`src/rtl/hue_sequencer_pkg.sv`:
```
`default_nettype none
// ============================================================================
// Module      : hue_pkg
// Description : Shared types and width helpers for the hue sequencer slice.
//               - mode_e : runtime operating mode (CYCLE / HOLD / BREATHE / OFF)
//               - dir_e  : ramp direction used while breathing
//               - phase_width / presc_width : counter width helpers
// Revision    : 1.0 - initial release
// ============================================================================
package hue_pkg;

    localparam int c_mode_w = 2;

    typedef enum logic [c_mode_w-1:0] {
        MODE_CYCLE   = 2'b00,
        MODE_HOLD    = 2'b01,
        MODE_BREATHE = 2'b10,
        MODE_OFF     = 2'b11
    } mode_e;

    typedef enum logic {
        DIR_UP   = 1'b0,
        DIR_DOWN = 1'b1
    } dir_e;

    // Width of the wheel phase counter: the wheel has 2*channels phases.
    function automatic int phase_width(input int channels);
        return (channels > 1) ? $clog2(2 * channels) : 1;
    endfunction

    // Width of the step prescaler; at least one bit even for a divide-by-1.
    function automatic int presc_width(input int step_cycles);
        return (step_cycles > 1) ? $clog2(step_cycles) : 1;
    endfunction

endpackage : hue_pkg
`default_nettype wire

```
`src/rtl/hue_sequencer_if.sv`:
```
`default_nettype none
// ============================================================================
// Module      : hue_sequencer_if
// Description : Control/status bundle of the hue sequencer.
//               master : drives mode and breathe_mask, observes status/LEDs
//               slave  : the sequencer itself
//               Signals: mode, breathe_mask[CHANNELS], led[CHANNELS],
//                        phase[phase_width(CHANNELS)], level[PWM_BITS],
//                        cycle_done
// Revision    : 1.0 - initial release
// ============================================================================
interface hue_sequencer_if #(
    parameter int CHANNELS = 3,
    parameter int PWM_BITS = 8
) ();

    localparam int c_phase_w = hue_pkg::phase_width(CHANNELS);

    hue_pkg::mode_e         mode;
    logic [CHANNELS-1:0]    breathe_mask;
    logic [CHANNELS-1:0]    led;
    logic [c_phase_w-1:0]   phase;
    logic [PWM_BITS-1:0]    level;
    logic                   cycle_done;

    modport master (
        output mode,
        output breathe_mask,
        input  led,
        input  phase,
        input  level,
        input  cycle_done
    );

    modport slave (
        input  mode,
        input  breathe_mask,
        output led,
        output phase,
        output level,
        output cycle_done
    );

endinterface : hue_sequencer_if
`default_nettype wire

```
`src/rtl/hue_sequencer_pwm_bank.sv`:
```
`default_nettype none
// ============================================================================
// Module      : pwm_bank
// Description : Shared free-running PWM counter with one duty comparator per
//               channel and a registered LED output stage.
//               clk, rst_n      : clock, synchronous active-low reset
//               duty[CHANNELS]  : per-channel duty, 0 = off, all-ones = on
//               enable          : 0 forces all LEDs low on the next edge
//               led[CHANNELS]   : registered PWM outputs
// Revision    : 1.0 - initial release
// ============================================================================
module pwm_bank #(
    parameter int CHANNELS = 3,
    parameter int PWM_BITS = 8
) (
    input  logic                clk,
    input  logic                rst_n,
    input  logic [PWM_BITS-1:0] duty [CHANNELS],
    input  logic                enable,
    output logic [CHANNELS-1:0] led
);

    localparam logic [PWM_BITS-1:0] c_level_max = '1;

    logic [PWM_BITS-1:0] r_pwm_cnt;
    logic [CHANNELS-1:0] w_on;
    logic [CHANNELS-1:0] r_led;

    // Counter wraps naturally at 2**PWM_BITS-1 -> 0.
    always_ff @(posedge clk) begin
        if (!rst_n) begin
            r_pwm_cnt <= '0;
        end else begin
            r_pwm_cnt <= r_pwm_cnt + 1'b1;
        end
    end

    // Full-scale duty is forced on so the top level is a true 100 %, not
    // (2**PWM_BITS-1)/2**PWM_BITS.
    generate
        for (genvar k = 0; k < CHANNELS; k++) begin : g_chan
            assign w_on[k] = (duty[k] == c_level_max) || (r_pwm_cnt < duty[k]);
        end
    endgenerate

    always_ff @(posedge clk) begin
        if (!rst_n) begin
            r_led <= '0;
        end else begin
            r_led <= enable ? w_on : '0;
        end
    end

    assign led = r_led;

endmodule : pwm_bank
`default_nettype wire

```
`src/rtl/hue_sequencer.sv`:
```
`default_nettype none
// ============================================================================
// Module      : hue_sequencer
// Description : N-channel colour-wheel LED driver. A prescaler produces a
//               level step every STEP_CYCLES clocks; the ramp/phase logic
//               walks 2*CHANNELS hue phases (CYCLE) or a triangle wave
//               (BREATHE), and a PWM bank turns the resulting per-channel
//               duties into LED pulses.
//               clk    : system clock
//               rst_n  : synchronous reset, active low
//               bus    : hue_sequencer_if.slave (mode, breathe_mask in;
//                        led, phase, level, cycle_done out)
// Revision    : 1.0 - initial release
// ============================================================================
module hue_sequencer
    import hue_pkg::*;
#(
    parameter int CHANNELS    = 3,
    parameter int PWM_BITS    = 8,
    parameter int STEP_CYCLES = 7812
) (
    input  logic           clk,
    input  logic           rst_n,
    hue_sequencer_if.slave bus
);

    localparam int c_phase_w = phase_width(CHANNELS);
    localparam int c_presc_w = presc_width(STEP_CYCLES);

    localparam logic [PWM_BITS-1:0]  c_level_max  = '1;
    localparam logic [PWM_BITS-1:0]  c_level_one  = PWM_BITS'(1);
    localparam logic [c_phase_w-1:0] c_phase_last = c_phase_w'(2 * CHANNELS - 1);
    localparam logic [c_presc_w-1:0] c_presc_last = c_presc_w'(STEP_CYCLES - 1);

    // ------------------------------------------------------------------------
    // State registers
    // ------------------------------------------------------------------------
    logic [c_presc_w-1:0] r_presc;
    logic [PWM_BITS-1:0]  r_level;
    logic [c_phase_w-1:0] r_phase;
    dir_e                 r_dir;
    mode_e                r_mode_q;
    mode_e                r_pat;        // last non-HOLD mode, selects duty pattern
    logic                 r_cycle_done;

    logic [c_presc_w-1:0] w_presc_nxt;
    logic [PWM_BITS-1:0]  w_level_nxt;
    logic [c_phase_w-1:0] w_phase_nxt;
    dir_e                 w_dir_nxt;
    logic                 w_done_nxt;
    logic                 w_tick;
    logic                 w_clear;

    always_ff @(posedge clk) begin
        if (!rst_n) begin
            r_presc      <= '0;
            r_level      <= '0;
            r_phase      <= '0;
            r_dir        <= DIR_UP;
            r_mode_q     <= MODE_CYCLE;
            r_pat        <= MODE_CYCLE;
            r_cycle_done <= 1'b0;
        end else begin
            r_presc      <= w_presc_nxt;
            r_level      <= w_level_nxt;
            r_phase      <= w_phase_nxt;
            r_dir        <= w_dir_nxt;
            r_mode_q     <= bus.mode;
            r_cycle_done <= w_done_nxt;
            if (bus.mode != MODE_HOLD) begin
                r_pat <= bus.mode;
            end
        end
    end

    // ------------------------------------------------------------------------
    // Ramp / phase next-state logic
    // ------------------------------------------------------------------------
    always_comb begin
        w_presc_nxt = r_presc;
        w_level_nxt = r_level;
        w_phase_nxt = r_phase;
        w_dir_nxt   = r_dir;
        w_done_nxt  = 1'b0;

        w_tick = (r_presc == c_presc_last);

        // A switch among CYCLE/BREATHE/OFF restarts from a clean state; moves
        // into or out of HOLD keep the frozen state. OFF clears continuously.
        w_clear = (bus.mode == MODE_OFF) ||
                  ((bus.mode != r_mode_q) &&
                   (bus.mode != MODE_HOLD) && (r_mode_q != MODE_HOLD));

        if (w_clear) begin
            w_presc_nxt = '0;
            w_level_nxt = '0;
            w_phase_nxt = '0;
            w_dir_nxt   = DIR_UP;
        end else begin
            unique case (bus.mode)
                MODE_CYCLE: begin
                    w_presc_nxt = w_tick ? '0 : r_presc + 1'b1;
                    if (w_tick) begin
                        if (r_level == c_level_max) begin
                            w_level_nxt = '0;
                            if (r_phase == c_phase_last) begin
                                w_phase_nxt = '0;
                                w_done_nxt  = 1'b1;
                            end else begin
                                w_phase_nxt = r_phase + 1'b1;
                            end
                        end else begin
                            w_level_nxt = r_level + 1'b1;
                        end
                    end
                end
                MODE_BREATHE: begin
                    w_presc_nxt = w_tick ? '0 : r_presc + 1'b1;
                    w_phase_nxt = '0;
                    if (w_tick) begin
                        // Saturating moves keep the ramp in range even when
                        // BREATHE resumes out of HOLD at an arbitrary level.
                        if (r_dir == DIR_UP) begin
                            if (r_level != c_level_max) begin
                                w_level_nxt = r_level + 1'b1;
                            end
                            if (r_level >= c_level_max - c_level_one) begin
                                w_dir_nxt = DIR_DOWN;
                            end
                        end else begin
                            if (r_level != '0) begin
                                w_level_nxt = r_level - 1'b1;
                            end
                            if (r_level <= c_level_one) begin
                                w_dir_nxt  = DIR_UP;
                                w_done_nxt = 1'b1;
                            end
                        end
                    end
                end
                default: begin
                    // HOLD: everything frozen (OFF is covered by w_clear).
                end
            endcase
        end
    end

    // ------------------------------------------------------------------------
    // Duty mux
    // ------------------------------------------------------------------------
    logic [PWM_BITS-1:0] w_duty [CHANNELS];
    mode_e               w_pat;
    logic                w_enable;
    int                  w_chan_a;
    int                  w_chan_b;

    always_comb begin
        // While held, the pattern of the mode that was running is kept.
        w_pat    = (bus.mode == MODE_HOLD) ? r_pat : bus.mode;
        w_enable = (w_pat != MODE_OFF);

        // Phase 2k fades channel k+1 in over a full channel k; phase 2k+1
        // fades channel k out under a full channel k+1.
        w_chan_a = int'(r_phase >> 1);
        w_chan_b = (w_chan_a == CHANNELS - 1) ? 0 : w_chan_a + 1;

        for (int ch = 0; ch < CHANNELS; ch++) begin
            w_duty[ch] = '0;
            if (w_pat == MODE_BREATHE) begin
                if (bus.breathe_mask[ch]) begin
                    w_duty[ch] = r_level;
                end
            end else if (w_pat == MODE_CYCLE) begin
                if (ch == w_chan_a) begin
                    w_duty[ch] = r_phase[0] ? (c_level_max - r_level) : c_level_max;
                end else if (ch == w_chan_b) begin
                    w_duty[ch] = r_phase[0] ? c_level_max : r_level;
                end
            end
        end
    end

    // ------------------------------------------------------------------------
    // PWM bank and outputs
    // ------------------------------------------------------------------------
    logic [CHANNELS-1:0] w_led;

    pwm_bank #(
        .CHANNELS (CHANNELS),
        .PWM_BITS (PWM_BITS)
    ) u_pwm_bank (
        .clk    (clk),
        .rst_n  (rst_n),
        .duty   (w_duty),
        .enable (w_enable),
        .led    (w_led)
    );

    assign bus.led        = w_led;
    assign bus.phase      = r_phase;
    assign bus.level      = r_level;
    assign bus.cycle_done = r_cycle_done;

endmodule : hue_sequencer
`default_nettype wire

```
`src/flat_wrapper.sv`:
```
// flat-port wrapper written by rule: the top's interface ports become plain ports
module hue_sequencer_flat import hue_pkg::*;
#(
    parameter int CHANNELS    = 3,
    parameter int PWM_BITS    = 8,
    parameter int STEP_CYCLES = 7812
)
  (clk, rst_n, bus_mode, bus_breathe_mask, bus_led, bus_phase, bus_level, bus_cycle_done);
  hue_sequencer_if #(.CHANNELS(CHANNELS), .PWM_BITS(PWM_BITS)) bus_i ();
  input  logic clk;
  input  logic rst_n;
  input wire logic [$bits(bus_i.mode)-1:0] bus_mode;
  input wire logic [$bits(bus_i.breathe_mask)-1:0] bus_breathe_mask;
  output wire logic [$bits(bus_i.led)-1:0] bus_led;
  output wire logic [$bits(bus_i.phase)-1:0] bus_phase;
  output wire logic [$bits(bus_i.level)-1:0] bus_level;
  output wire logic [$bits(bus_i.cycle_done)-1:0] bus_cycle_done;
  assign bus_i.mode = bus_mode;
  assign bus_i.breathe_mask = bus_breathe_mask;
  assign bus_led = bus_i.led;
  assign bus_phase = bus_i.phase;
  assign bus_level = bus_i.level;
  assign bus_cycle_done = bus_i.cycle_done;
  hue_sequencer #(.CHANNELS(CHANNELS), .PWM_BITS(PWM_BITS), .STEP_CYCLES(STEP_CYCLES)) u_core (.clk(clk), .rst_n(rst_n), .bus(bus_i));
endmodule
```
`config.mk`:
```
export PLATFORM = sky130hd
export DESIGN_NAME = hue_sequencer_flat
export DESIGN_NICKNAME = d
export VERILOG_FILES = /design/src/rtl/hue_sequencer_pkg.sv /design/src/rtl/hue_sequencer_if.sv /design/src/rtl/hue_sequencer_pwm_bank.sv /design/src/rtl/hue_sequencer.sv /design/src/flat_wrapper.sv
export SDC_FILE = /design/constraint.sdc
export NUM_CORES = 1
export LEC_CHECK = 0
export ABC_AREA = 1
export CORE_MARGIN = 2
export CORE_UTILIZATION = 61
export DETAILED_ROUTE_END_ITERATION = 12
export PLACE_DENSITY = 0.89
export SKIP_LAST_GASP = 1
export SYNTH_ARGS = -nofsm -noshare
export SYNTH_HDL_FRONTEND = slang
export SYNTH_SLANG_ARGS = --single-unit
```
`constraint.sdc`:
```
create_clock -name clk -period 4.3 [get_ports clk]
set_clock_uncertainty 0.1 [all_clocks]
set_input_delay 0.86 -clock clk [delete_from_list [all_inputs] [get_ports clk]]
set_output_delay 0.86 -clock clk [all_outputs]
set_load 0.05 [all_outputs]
```
==> results_dict.tcl <==
set metrics [dict create \
    path_clk_slew_ns 0.09 \
    syn_area_sq_um 3290 \
    status "finished, final reports clean" \
    cts_tree "yes" \
    period_needed_ns 3.24 \
    drtIter0Drc 257 \
    grt-ovfl-total 0 \
    final_cell_mix "119 x nand2_1, 83 x inv_1, 61 x nor2_1" \
    placedInstanceArea_sq_um 3520 \
    placement_rows 26 \
    crit_required_ns 4.44 \
    maxSlewHeadroom_pct 59.9 \
    postCtsResizedCells 0 \
    ir_worst_vdd_mv 0.190 \
    grt_antenna_before_repair 0 \
    synth_seq_cells 41 \
    cp_cell_sequence "clkdlybuf4s50_1 > inv_1 > nor2_2 > nor2_4 > nand2_1 > o21ai_0 > inv_1 > ha_1 > nand2_1 > nor2_1 > a211oi_1 > nand2_1 > a21oi_1" \
    die_y_microns 77.4 \
    ios 22 \
    track_usage_pct 29.3 \
    cts.hold.buffers_added 0 \
    synth.avg_cell_area_sq_um 6.24 \
    via_count 3518 \
    critPathCaptureType "register" \
    cp_common_cell "nand2_1" \
    avgViaCountPerCell 5.73 \
    design_area_sq_um 3630 \
    synth_nets 562 \
    yosys_most_used_dff "dfxtp_1" \
    seq_area_sq_um 821 \
    antenna_cells 0 \
    drc 0 \
    dpl_worst_slack_ns 0.755 \
    finalWorstSetupSlack_ns 1.06 \
    synthCells 527 \
    worst_pin_slew_ns 0.601 \
    place_congestion 0.903 \
    htreeDepth 2 \
    post-cts-setup-buffers 0 \
    path_class "in2reg" \
    worst_ep_arrival_time_ns 3.38 \
    grt_max_degree 24 \
    powerDensity_nw_per_um2 225 \
    synthArstFlopShare_pct 0 \
    clkLatencyLatePin_ns 0.30 \
    wl_per_cell_microns 13.6 \
    final_hold_viol_count 0 \
    period_share_pct 75.4 \
    synth_top_area_cell "dfxtp_1" \
    grt_pass1_vias 3294 \
    fmax_mhz 308 \
    initial_core_util_pct 64.0 \
    ys_warn_count 0 \
    wirelength_mm 8.33 \
    path_max_fanout 23 \
    num-fill-cells 468 \
    synth-edff-count 0 \
    maxCapViolCount 0 \
    ys_seq_area_share_pct 25.0 \
    crit_path_start_kind "input port" \
    tns_ns 0 \
    io_buffers 21 \
    fp.coreArea_sq_um 5140 \
    synth_top_area_share_pct 25.0 \
    cts_root_buf "clkbuf_8" \
    r2r_slack_ns 1.82 \
    dr.pass1.iters 5 \
    synth.top_cells.by_area "dfxtp_1 25%, nand2_1 14%, ha_1 11%" \
    cpMaxStageDelayCell "clkdlybuf4s50_1" \
    multi_input_area_sq_um 2070 \
    synth_cell_types 34 \
    drt.antenna.violating_nets 0 \
    clk_path_buf_depth 2 \
    drive_gt1_share_pct 3.49 \
    final_max_slew_viol_count 0 \
    syn2layout_area_growth_pct 10.5 \
    die_x_microns 77.4 \
    cp_slowest_stage_delay_ns 0.50 \
    dieArea_sq_um 5990 \
    hp-class "reg2reg" \
    grt_pass1_wl_mm 14.5 \
    numCtsBuffers 5 \
    rsz0062_at_grt "no" \
    cts.sinks 41 \
    nets 578 \
    p_leak_nw 1.56 \
    final_common_cell "nand2_1" \
    dp_hpwl_mm 6.41 \
    setup_viol 0 \
]
==> synthesized netlist by cell type, types with 2 or more instances <==
master	count
a21oi_1	30
dfxtp_1	41
nand3_1	19
xnor2_1	2
o22ai_1	13
nand2_1	119
nor3b_1	3
nor3_1	14
nand2_2	2
o211ai_1	6
inv_2	3
xor2_1	4
ha_1	28
clkbuf_1	5
buf_4	3
a31oi_1	2
nor2_1	61
o21ai_0	49
inv_1	83
buf_2	4
a211oi_1	6
nand4_1	16
nor4_1	2
nor2_4	2
==> power breakdown <==
group / total [mW] / switching, mW / internal, mW
clock network: 0.321 / 0.147 / 0.175
logic: 0.103 / 0.0673 / 0.0354
registers: 0.394 / 0.00632 / 0.387
total: 0.818 / 0.220 / 0.597
==> state kept, by name, indices dropped and copies added, names as in the netlist <==
signal and flops:
u_core.r_presc 13, u_core.bus.level 8, u_core.u_pwm_bank.r_pwm_cnt 8, u_core.bus.phase 3, u_core.u_pwm_bank.led 3, u_core.r_mode_q 2, u_core.r_pat 2, u_core.bus.cycle_done 1
u_core.r_dir 1
==> per-stage QoR <==
step | cells | hold slack [ns] | power [mW] | utilization, %
4_1_cts | 614 | 0.375 | 0.821 | 70.7
6_report | 614 | 0.371 | 0.818 | 70.7
3_3_place_gp | 606 | 0.347 | 0.499 | 68.5
5_1_grt | 614 | 0.411 | 0.851 | 70.7
2_1_floorplan | 527 | 0.330 | 0.476 | -
3_5_place_dp | 606 | 0.354 | 0.504 | 68.5
==> cell families after synthesis <==
group                      Yosys count  share of synthesized area (%)
xor gates and xnor gates             6                           1.60
buffers and inverters               99                           12.0
adders and majority gates           28                           10.7
DFF                                 41                           25.0
and+or+nand+nor                    243                           32.0
AOI/OAI and AO/OA                  110                           18.8
==> layer usage <==
layer  routed length [microns]  GRT usage, %  vias to the layer above  share of wire, %
met1                      3540          35.1                     1588                42
met3                       525          5.12                       32               6.3
met5                         0             0                        -                 0
met4                       247          10.4                        0               3.0
li1                          -             -                     1764                 -
met2                      4020          52.5                      134                48
==> worst paths after layout <==
path,endpoint,depth (start not counted),startpoint
max,u_core.u_pwm_bank.led[0],13,bus_mode[0]
min,u_core.u_pwm_bank.r_pwm_cnt[0],1,u_core.u_pwm_bank.r_pwm_cnt[0]
max reg2reg,u_core.u_pwm_bank.led[0],12,u_core.bus.phase[1]
min reg2reg,u_core.u_pwm_bank.r_pwm_cnt[0],1,u_core.u_pwm_bank.r_pwm_cnt[0]
==> layout make-up <==
| class | instances | share of cell area [%] |
|---|---|---|
| Multi-Input combinational cell | 387 | 57.0 |
| Sequential cell | 41 | 22.6 |
| Inverter | 86 | 8.89 |
| Timing Repair Buffer | 22 | 5.99 |
| Tap cell | 70 | 2.41 |
| Clock buffer | 6 | 2.00 |
| Clock inverter | 2 | 1.07 |
==> critical path: cells and delay by family <==
kind | cells | cell delay, ns
adder cells (fa/ha/maj) | 1 | 0.28
AND/OR/NAND/NOR | 6 | 0.87
buffers and inverters | 3 | 0.91
AO/OA/AOI/OAI | 3 | 0.47
(Power assumes the default switching activity.)
